## src/rtl/pipe_hazard_ctrl_pkg.sv

```systemverilog
// Shared encodings and output-bundle helpers for the pipeline hazard controller.
package pipe_hazard_ctrl_pkg;

  localparam int DEF_W = 16;
  localparam int DEF_N = 3;
  localparam int CNT_W = 3;

  typedef enum logic [2:0] {
    ST_RUN       = 3'd0,
    ST_LU_STALL  = 3'd1,
    ST_INT_DRAIN = 3'd2,
    ST_INT_PUSH  = 3'd3,
    ST_INT_VEC   = 3'd4
  } state_t;

  localparam logic [1:0] PCSEL_INC = 2'd0;
  localparam logic [1:0] PCSEL_BR  = 2'd1;
  localparam logic [1:0] PCSEL_VEC = 2'd2;

  typedef struct packed {
    logic       pc_en;
    logic       fd_en;
    logic       de_en;
    logic       fd_flush;
    logic       de_flush;
    logic [1:0] pc_sel;
    logic       push_en;
    logic       push_word;
    logic       int_ack;
  } ctrl_t;

  function automatic ctrl_t ctrl_run();
    ctrl_t c;
    c.pc_en     = 1'b1;
    c.fd_en     = 1'b1;
    c.de_en     = 1'b1;
    c.fd_flush  = 1'b0;
    c.de_flush  = 1'b0;
    c.pc_sel    = PCSEL_INC;
    c.push_en   = 1'b0;
    c.push_word = 1'b0;
    c.int_ack   = 1'b0;
    return c;
  endfunction

  // Memory stall: everything frozen, nothing cleared.
  function automatic ctrl_t ctrl_idle();
    ctrl_t c;
    c        = ctrl_run();
    c.pc_en  = 1'b0;
    c.fd_en  = 1'b0;
    c.de_en  = 1'b0;
    return c;
  endfunction

  function automatic ctrl_t ctrl_bubble();
    ctrl_t c;
    c          = ctrl_run();
    c.pc_en    = 1'b0;
    c.fd_en    = 1'b0;
    c.de_flush = 1'b1;
    return c;
  endfunction

  function automatic ctrl_t ctrl_reset();
    ctrl_t c;
    c          = ctrl_idle();
    c.fd_flush = 1'b1;
    c.de_flush = 1'b1;
    return c;
  endfunction

endpackage

```

## src/rtl/pipe_hazard_ctrl_hz_detect.sv

```systemverilog
// Load-use comparator: a load in execute targets a register that decode reads.
module hz_detect
  import pipe_hazard_ctrl_pkg::*;
#(
  parameter int N = DEF_N
) (
  input  logic [N-1:0] d_src,
  input  logic [N-1:0] d_dst,
  input  logic         d_use_src,
  input  logic         d_use_dst,
  input  logic         ex_memRead,
  input  logic         ex_regWrite,
  input  logic [N-1:0] ex_dst,
  output logic         hz
);

  logic src_hit;
  logic dst_hit;

  assign src_hit = d_use_src & (d_src == ex_dst);
  assign dst_hit = d_use_dst & (d_dst == ex_dst);
  assign hz      = ex_memRead & ex_regWrite & (src_hit | dst_hit);

endmodule

```

## src/rtl/pipe_hazard_ctrl.sv

```systemverilog
// Pipeline hazard controller: load-use bubbles, branch flushes, and the
// interrupt drain / return-address push / vector sequence.
module pipe_hazard_ctrl
  import pipe_hazard_ctrl_pkg::*;
#(
  parameter int N         = DEF_N,
  parameter int LU_STALL  = 1,
  parameter int DRAIN_CYC = 3
) (
  input  logic         clk,
  input  logic         rst,
  input  logic [N-1:0] d_src,
  input  logic [N-1:0] d_dst,
  input  logic         d_use_src,
  input  logic         d_use_dst,
  input  logic         ex_memRead,
  input  logic         ex_regWrite,
  input  logic [N-1:0] ex_dst,
  input  logic         branch_taken,
  input  logic         mem_busy,
  input  logic         int_req,
  output logic         pc_en,
  output logic         fd_en,
  output logic         de_en,
  output logic         fd_flush,
  output logic         de_flush,
  output logic [1:0]   pc_sel,
  output logic         push_en,
  output logic         push_word,
  output logic         int_ack,
  output logic [2:0]   state
);

  localparam logic [CNT_W-1:0] LU_LOAD    = CNT_W'(LU_STALL - 1);
  localparam logic [CNT_W-1:0] DRAIN_LOAD = CNT_W'(DRAIN_CYC - 1);
  localparam logic [CNT_W-1:0] CNT_ONE    = CNT_W'(1);

  state_t           cur_st;
  state_t           nxt_st;
  logic [CNT_W-1:0] cnt;
  logic [CNT_W-1:0] nxt_cnt;
  logic             pending;
  logic             nxt_pending;
  logic             phase;
  logic             nxt_phase;
  logic             hz;
  ctrl_t            ctl;
  ctrl_t            ctl_out;

  hz_detect #(.N(N)) u_hz_detect (
    .d_src       (d_src),
    .d_dst       (d_dst),
    .d_use_src   (d_use_src),
    .d_use_dst   (d_use_dst),
    .ex_memRead  (ex_memRead),
    .ex_regWrite (ex_regWrite),
    .ex_dst      (ex_dst),
    .hz          (hz)
  );

  always_ff @(posedge clk or negedge rst) begin
    if (!rst) begin
      cur_st  <= ST_RUN;
      cnt     <= '0;
      pending <= 1'b0;
      phase   <= 1'b0;
    end else begin
      cur_st  <= nxt_st;
      cnt     <= nxt_cnt;
      pending <= nxt_pending;
      phase   <= nxt_phase;
    end
  end

  // A request arriving during a memory stall is still remembered; only the
  // vector cycle can consume it.
  always_comb begin
    nxt_st      = cur_st;
    nxt_cnt     = cnt;
    nxt_phase   = phase;
    nxt_pending = pending | int_req;
    ctl         = ctrl_run();

    if (mem_busy) begin
      ctl = ctrl_idle();
    end else begin
      case (cur_st)
        ST_RUN: begin
          if (branch_taken) begin
            ctl.pc_sel   = PCSEL_BR;
            ctl.fd_flush = 1'b1;
            ctl.de_flush = 1'b1;
            nxt_cnt      = '0;
          end else if (hz) begin
            ctl     = ctrl_bubble();
            nxt_cnt = LU_LOAD;
            nxt_st  = (LU_STALL > 1) ? ST_LU_STALL : ST_RUN;
          end else if (pending) begin
            nxt_st  = ST_INT_DRAIN;
            nxt_cnt = DRAIN_LOAD;
          end
        end
        ST_LU_STALL: begin
          if (branch_taken) begin
            ctl.pc_sel   = PCSEL_BR;
            ctl.fd_flush = 1'b1;
            ctl.de_flush = 1'b1;
            nxt_cnt      = '0;
            nxt_st       = ST_RUN;
          end else begin
            ctl = ctrl_bubble();
            if (cnt <= CNT_ONE) begin
              nxt_cnt = '0;
              nxt_st  = ST_RUN;
            end else begin
              nxt_cnt = cnt - CNT_ONE;
            end
          end
        end
        // A branch resolving here redirects the PC so the return address
        // pushed afterwards is the branch target.
        ST_INT_DRAIN: begin
          ctl.pc_en    = 1'b0;
          ctl.fd_flush = 1'b1;
          if (branch_taken) begin
            ctl.pc_sel = PCSEL_BR;
            ctl.pc_en  = 1'b1;
          end
          if (cnt == '0) begin
            nxt_st    = ST_INT_PUSH;
            nxt_phase = 1'b0;
          end else begin
            nxt_cnt = cnt - CNT_ONE;
          end
        end
        ST_INT_PUSH: begin
          ctl.pc_en     = 1'b0;
          ctl.fd_flush  = 1'b1;
          ctl.de_flush  = 1'b1;
          ctl.push_en   = 1'b1;
          ctl.push_word = phase;
          if (phase) begin
            nxt_phase = 1'b0;
            nxt_st    = ST_INT_VEC;
          end else begin
            nxt_phase = 1'b1;
          end
        end
        ST_INT_VEC: begin
          ctl.pc_sel   = PCSEL_VEC;
          ctl.pc_en    = 1'b1;
          ctl.int_ack  = 1'b1;
          ctl.fd_flush = 1'b1;
          ctl.de_flush = 1'b1;
          nxt_pending  = int_req;
          nxt_cnt      = '0;
          nxt_st       = ST_RUN;
        end
        default: begin
          nxt_st    = ST_RUN;
          nxt_cnt   = '0;
          nxt_phase = 1'b0;
        end
      endcase
    end
  end

  always_comb begin
    ctl_out = rst ? ctl : ctrl_reset();
  end

  assign pc_en     = ctl_out.pc_en;
  assign fd_en     = ctl_out.fd_en;
  assign de_en     = ctl_out.de_en;
  assign fd_flush  = ctl_out.fd_flush;
  assign de_flush  = ctl_out.de_flush;
  assign pc_sel    = ctl_out.pc_sel;
  assign push_en   = ctl_out.push_en;
  assign push_word = ctl_out.push_word;
  assign int_ack   = ctl_out.int_ack;
  assign state     = cur_st;

endmodule

```

## config.mk

```make
export PLATFORM = sky130hd
export DESIGN_NAME = pipe_hazard_ctrl
export DESIGN_NICKNAME = d
export VERILOG_FILES = /design/src/rtl/pipe_hazard_ctrl_pkg.sv /design/src/rtl/pipe_hazard_ctrl_hz_detect.sv /design/src/rtl/pipe_hazard_ctrl.sv
export SDC_FILE = /design/constraint.sdc
export NUM_CORES = 1
export LEC_CHECK = 0
export CAP_MARGIN = 20
export CORE_MARGIN = 2
export CORE_UTILIZATION = 45
export CTS_BUF_LIST = sky130_fd_sc_hd__clkbuf_8 sky130_fd_sc_hd__clkbuf_16
export CTS_CLUSTER_SIZE = 30
export DETAILED_ROUTE_END_ITERATION = 10
export PLACE_DENSITY = 0.84
export SETUP_SLACK_MARGIN = 0.1
export SLEW_MARGIN = 25
export SYNTH_ARGS = -nofsm -noshare
export SYNTH_HDL_FRONTEND = slang
export SYNTH_SLANG_ARGS = --single-unit
export TNS_END_PERCENT = 5
```

## constraint.sdc

```tcl
create_clock -name clk -period 4 [get_ports clk]
set_input_delay 1 -clock clk [delete_from_list [all_inputs] [get_ports clk]]
set_output_delay 1 -clock clk [all_outputs]
set_load 0.05 [all_outputs]
```

======== Word-level counts from Yosys, hierarchy flattened ========
Cells that the tools add are included.
word-level totals
  bits in latches ......................... 0
  ROM bits ................................ 0
  register bits after elaboration ......... 8
  memories ................................ 0
  output and inout port bits .............. 13
  RAM bits ................................ 0
operators by class
  reductions and logical operators ........ 8
  equal/unequal tests ..................... 13
  multiplexer cells ....................... 35
  order comparisons ....................... 1
  divide/modulo/power cells ............... 0
  bitwise logic cells ..................... 9
  multipliers ............................. 0
  add/sub/neg operators ................... 1
  shift-type cells ........................ 0
operators by type and width
  kind                                                 count
  two-way mux 3 bit                                    14
  two-way mux 10 bit                                   3
  case mux 3 bit (4 select lines)                      2
  case mux 1 bit (3 select lines)                      3
  two-way mux 4 bit                                    2
  != test 2 bit, second input constant                 4
  case mux 2 bit (2 select lines)                      2
  case mux 2 bit (4 select lines)                      1
  == test 3 x 2 -> 1 bit, second input constant        2
  == test 3 bit                                        2
  logical NOT 3 bit                                    2
  two-way mux 1 bit                                    6
  != test 3 bit, second input constant                 2
  AND reduction 6 bit                                  1
  OR reduction 3 bit                                   2
  AND 1 bit                                            4
  != test 4 bit, second input constant                 1
  case mux 1 bit (4 select lines)                      1
  AND reduction 4 bit                                  1
  == test 3 x 1 -> 1 bit, second input constant        1
  == test 3 bit, second input constant                 1
  <= comparator 3 x 1 -> 1 bit, second input constant  1
  inverter 1 bit                                       3
  AND reduction 3 bit                                  1
  4 further kinds                                      5

======== Logic depth before layout (Yosys ltp) ========
  depth in word-level cells ............... 9
  depth in mapped cells ................... 7
  depth with buffers taken out ............ 7

======== Hierarchy ========
Synthesis repeated with hierarchy kept, for this count alone.
second synthesis, totals
  cell total of the unflattened synthesis .. 92
  area total of the unflattened synthesis .. 752.0 um^2
modules (own cells, without submodules)
  module            area an instance (um^2)  times used  sequential area each (um^2)  cells an instance
  pipe_hazard_ctrl  678.2                    1           200.2                        82
  hz_detect         73.8                     1           0.0                          10

======== Worst setup path before layout ========
Ideal clock, no wire load.
  path type ............................... input port to output port
  start ................................... input mem_busy
  end ..................................... output push_word
  arrival ................................. 3.071 ns
  setup slack ............................. -0.071 ns
  cell stages on the path ................. 5
  data required time ...................... 3.000 ns
  path through ............................ clkbuf_1 -> inv_2 -> nand2_1 -> nor3_1 -> and2_1
on the way
  word-level cells in the longest chain between the ends .. 2
ends and longest elaborated chain
  element             RTL line                 RTL
  start: declaration  pipe_hazard_ctrl.sv:20   input logic mem_busy,
  two-way mux 10 bit  pipe_hazard_ctrl.sv:84   if (mem_busy) begin
  two-way mux 10 bit  pipe_hazard_ctrl.sv:169  ctl_out = rst ? ctl : ctrl_reset();
  end: declaration    pipe_hazard_ctrl.sv:29   output logic push_word,
No other way between the ends.

======== Worst setup path in the final report ========
  start ................................... input ex_dst[1]
  end ..................................... output de_flush
on the way
  word-level cells in the longest chain between the ends .. 9
  elaborated cells on any way between the ends .. 11
  those cells by class .................... 2 x eq/ne; 5 x mux; 4 x bitwise
ends and longest elaborated chain
  element                                  RTL line                                                            RTL
  start: declaration                       pipe_hazard_ctrl.sv:18                                              input logic [N-1:0] ex_dst,
  == test 3 bit, on equally long branches  pipe_hazard_ctrl_hz_detect.sv:20, pipe_hazard_ctrl_hz_detect.sv:21
  AND 1 bit, on equally long branches      pipe_hazard_ctrl_hz_detect.sv:20, pipe_hazard_ctrl_hz_detect.sv:21
  bitwise OR 1 bit (*)                     pipe_hazard_ctrl_hz_detect.sv:22                                    assign hz = ex_memRead & ex_regWrite & (src_hit | dst_hit);
  AND 1 bit (*)                            pipe_hazard_ctrl_hz_detect.sv:22
  two-way mux 10 bit (*)                   pipe_hazard_ctrl.sv:94                                              end else if (hz) begin
  two-way mux 4 bit (*)                    pipe_hazard_ctrl.sv:89                                              if (branch_taken) begin
  case mux 1 bit (3 select lines) (*)      pipe_hazard_ctrl.sv:87                                              case (cur_st)
  two-way mux 10 bit (*)                   pipe_hazard_ctrl.sv:84
  two-way mux 10 bit (*)                   pipe_hazard_ctrl.sv:169
  end: declaration                         pipe_hazard_ctrl.sv:26                                              output logic de_flush,
Mark *: on every way between the ends. The rest lies on a longest branch, timed or not.

==> flow_summary.toml <==
[status]
status = "finished clean"

[yosys]
netlist_area_um2 = 748
synth_top_area_share_pct = 26.8
ys_ff_latch = 8
async_reset_ff_share_pct = 100
synth_edf_count = 0
synth_area_leaders = "dfrtp_1 (27%), xnor2_1 (7.0%), a21oi_1 (6.0%), nand2b_1 (5.9%), ha_1 (5.0%)"
ys_types = 38
ys_warn_count = 0
synthesis.nets = 116
synth_area_per_cell_um2 = 7.88
yosysTopAreaCell = "dfrtp_1"
syn_inst = 95
ys.flop_type = "dfrtp_1"
synth.most_common_cell = "a21oi_1"
yosys-top-cells-count = "a21oi_1 (9), dfrtp_1 (8), nand2_1 (7), nand2b_1 (7)"
seq_area_frac_synth_pct = 26.8

[layout]
seq_area_um2 = 200
diodes = 0
areaGrowthSynthToFinish_pct = 55.5
fin_nets = 148
drive_gt1_share_pct = 16.8
multi_input_area_um2 = 505
fillers = 113

[pwr]
p_comb_share_pct = 60.5
power_switching_share_pct = 47.6
powerDensity_nw_per_um2 = 584
vdd_drop_max_mv = 0.405
p_leak_nw = 0.479
switchingPower_uw = 324
seqPwrFrac_pct = 25.0
pwr-share-clk_pct = 14.5
internal-power_uw = 356

[clock_network]
cts_setup_buffers = 0
htree_levels = 1
cts.clk_slew.worst_paths_ps = 40
ctsResizeCount = 0
cts_tree = "yes"
clk_path_buf_depth = 2
cts_buffers = 3
ctsHoldBuffers = 0
cts_sinks = 8
cts-root-buf = "clkbuf_8"
clk_latency_ps = 230

[grt]
grt_max_degree = 22
grt-ovfl-total = 0
grt_pass1_vias = 830
grt_pass1_wl_um = 3660
grt_usage_pct = 25.1
antenna_found_initial = 0

[placement]
dpl.hpwl_um = 1680
dpl_worst_slack_ps = 374
io_buffers = 30
routabilityCongestion = 0.901

[route]
drtIter0Drc = 25
vias_per_cell = 5.92
firstDrtPassIters = 4
ant_nets = 0
vias = 835
drcViolationCount = 0
wl_per_cell_um = 15.1
drt_wl_total_um = 2120

[timing]
skew_ps = 3.87
hold_violations = 0
period_minus_slack_ps = 3630
finalMaxSlewViolations = 0
period_share_pct = 90.8
clock.fmax_mhz = 275
rsz0062_at_grt = "no"
fin_setup_tns_ps = 0
tightest_slew_ps = 601
maxSlewHeadroom_pct = 59.9
fin_ws_ps = 368
finalSetupViolCount = 0

[setup_path]
cp_slowest_cell = "clkdlybuf4s50_1"
worstPathRequired_ps = 3000
critical_path_buf_inv_count = 2
crit_family = "buffers and inverters"
critPathLaunchType = "primary input"
endpoint_kind = "output port"
critPathKind = "in2out"
path_max_fanout = 4
crit_chain = "clkdlybuf4s50_1, xnor2_1, nand4_1, a21oi_1, nor4_1, o21ai_1, buf_12"
arrival_ps = 2630
max_stage_delay_ps = 530

[floorplan]
coreArea_um2 = 1520
rows = 14
pin_count = 31
die_area_um2 = 2000
die_x_um = 44.8
floorplan.initialDensity_pct = 49.1
die_y_um = 44.8

[run]
maxCapViolations = 0

[hold_path]
hp-class = "reg2reg"
per-stage QoR:
| step | cell area [um^2] | cells | total power, mW | utilization [%] | hold WS (ps) |
|---|---|---|---|---|---|
| 6_report | 1160 | 141 | 0.680 | 76.4 | 556 |
| 5_1_grt | 1160 | 141 | 0.728 | 76.4 | 573 |
| 4_1_cts | 1160 | 141 | 0.673 | 76.4 | 549 |
| 3_3_place_gp | 1120 | 138 | 0.558 | 73.6 | 537 |
| 3_5_place_dp | 1120 | 138 | 0.571 | 73.6 | 543 |
| 2_1_floorplan | 753 | 95 | 0.457 | - | 496 |
power by group through the flow:
stage / Combinational (mW) / Clock (mW) / Sequential, mW
finish: 0.411 / 0.0988 / 0.170
global placement: 0.391 / 0 / 0.167
floorplan: 0.284 / 0 / 0.173
global route: 0.447 / 0.104 / 0.177
detailed placement: 0.403 / 0 / 0.169
CTS: 0.406 / 0.0989 / 0.168
routing by layer:
metal  up-vias  global-route usage [%]  share of wire (%)
met1       390                    31.7                 44
li1        408                       -                  -
met3         4                    6.40                4.5
met4         0                    9.41                1.4
met2        33                    41.4                 50
met5         -                       0                  0
state kept, by name (all words and copies together) (netlist names):
register	count
pending	1
phase	1
state	3
cnt	3
path summary, 6_finish.rpt:
path	depth (start not counted)	from	end	slack (ps)
setup / recovery	7	ex_dst[1]	de_flush	370
hold / removal	1	phase	phase	560
setup reg to reg	7	cnt[1]	state[0]	2070
hold reg to reg	1	phase	phase	560
max in group asynchronous	2	rst	state[2]	2740
min in group asynchronous	2	rst	cnt[2]	1110
cell families (layout without fill, tap and decap cells):
| group | count (synthesis) | count (layout) | synth area share (%) |
|---|---|---|---|
| adders and majority gates | 3 | 3 | 5.02 |
| xor gates and xnor gates | 6 | 6 | 7.02 |
| and+or+nand+nor | 37 | 37 | 28.6 |
| buffers and inverters | 10 | 40 | 6.35 |
| AOI/OAI and AO/OA | 31 | 31 | 26.3 |
| DFF | 8 | 8 | 26.8 |
cells in the final DEF, fill, tap and decap left out, drive strengths merged:
master	n
a31oi	1
and2	2
o211ai	1
buf	12
xnor2	6
nand4	2
nand3	1
o21ai	9
or3	1
o22a	1
inv	5
nand3b	1
nor3	5
a22o	2
nor2	6
nand2b	7
or2	1
dfrtp	8
clkdlybuf4s50	20
o22ai	1
nor3b	1
a21oi	9
o21a	1
a22oi	1
or4	1
o21ba	1
a311oi	1
clkbuf	3
nand2	7
nor4	1
ha	3
o41ai	3
nor2b	1
final cells by class:
| cell class | instances | area share, % |
|---|---|---|
| clock buffer | 3 | 3.55 |
| inverter | 5 | 1.61 |
| multi-input combinational | 77 | 43.4 |
| sequential | 8 | 17.2 |
| tap | 16 | 1.72 |
| timing repair buffer | 32 | 32.5 |
Power figures use the tool's default switching activity.
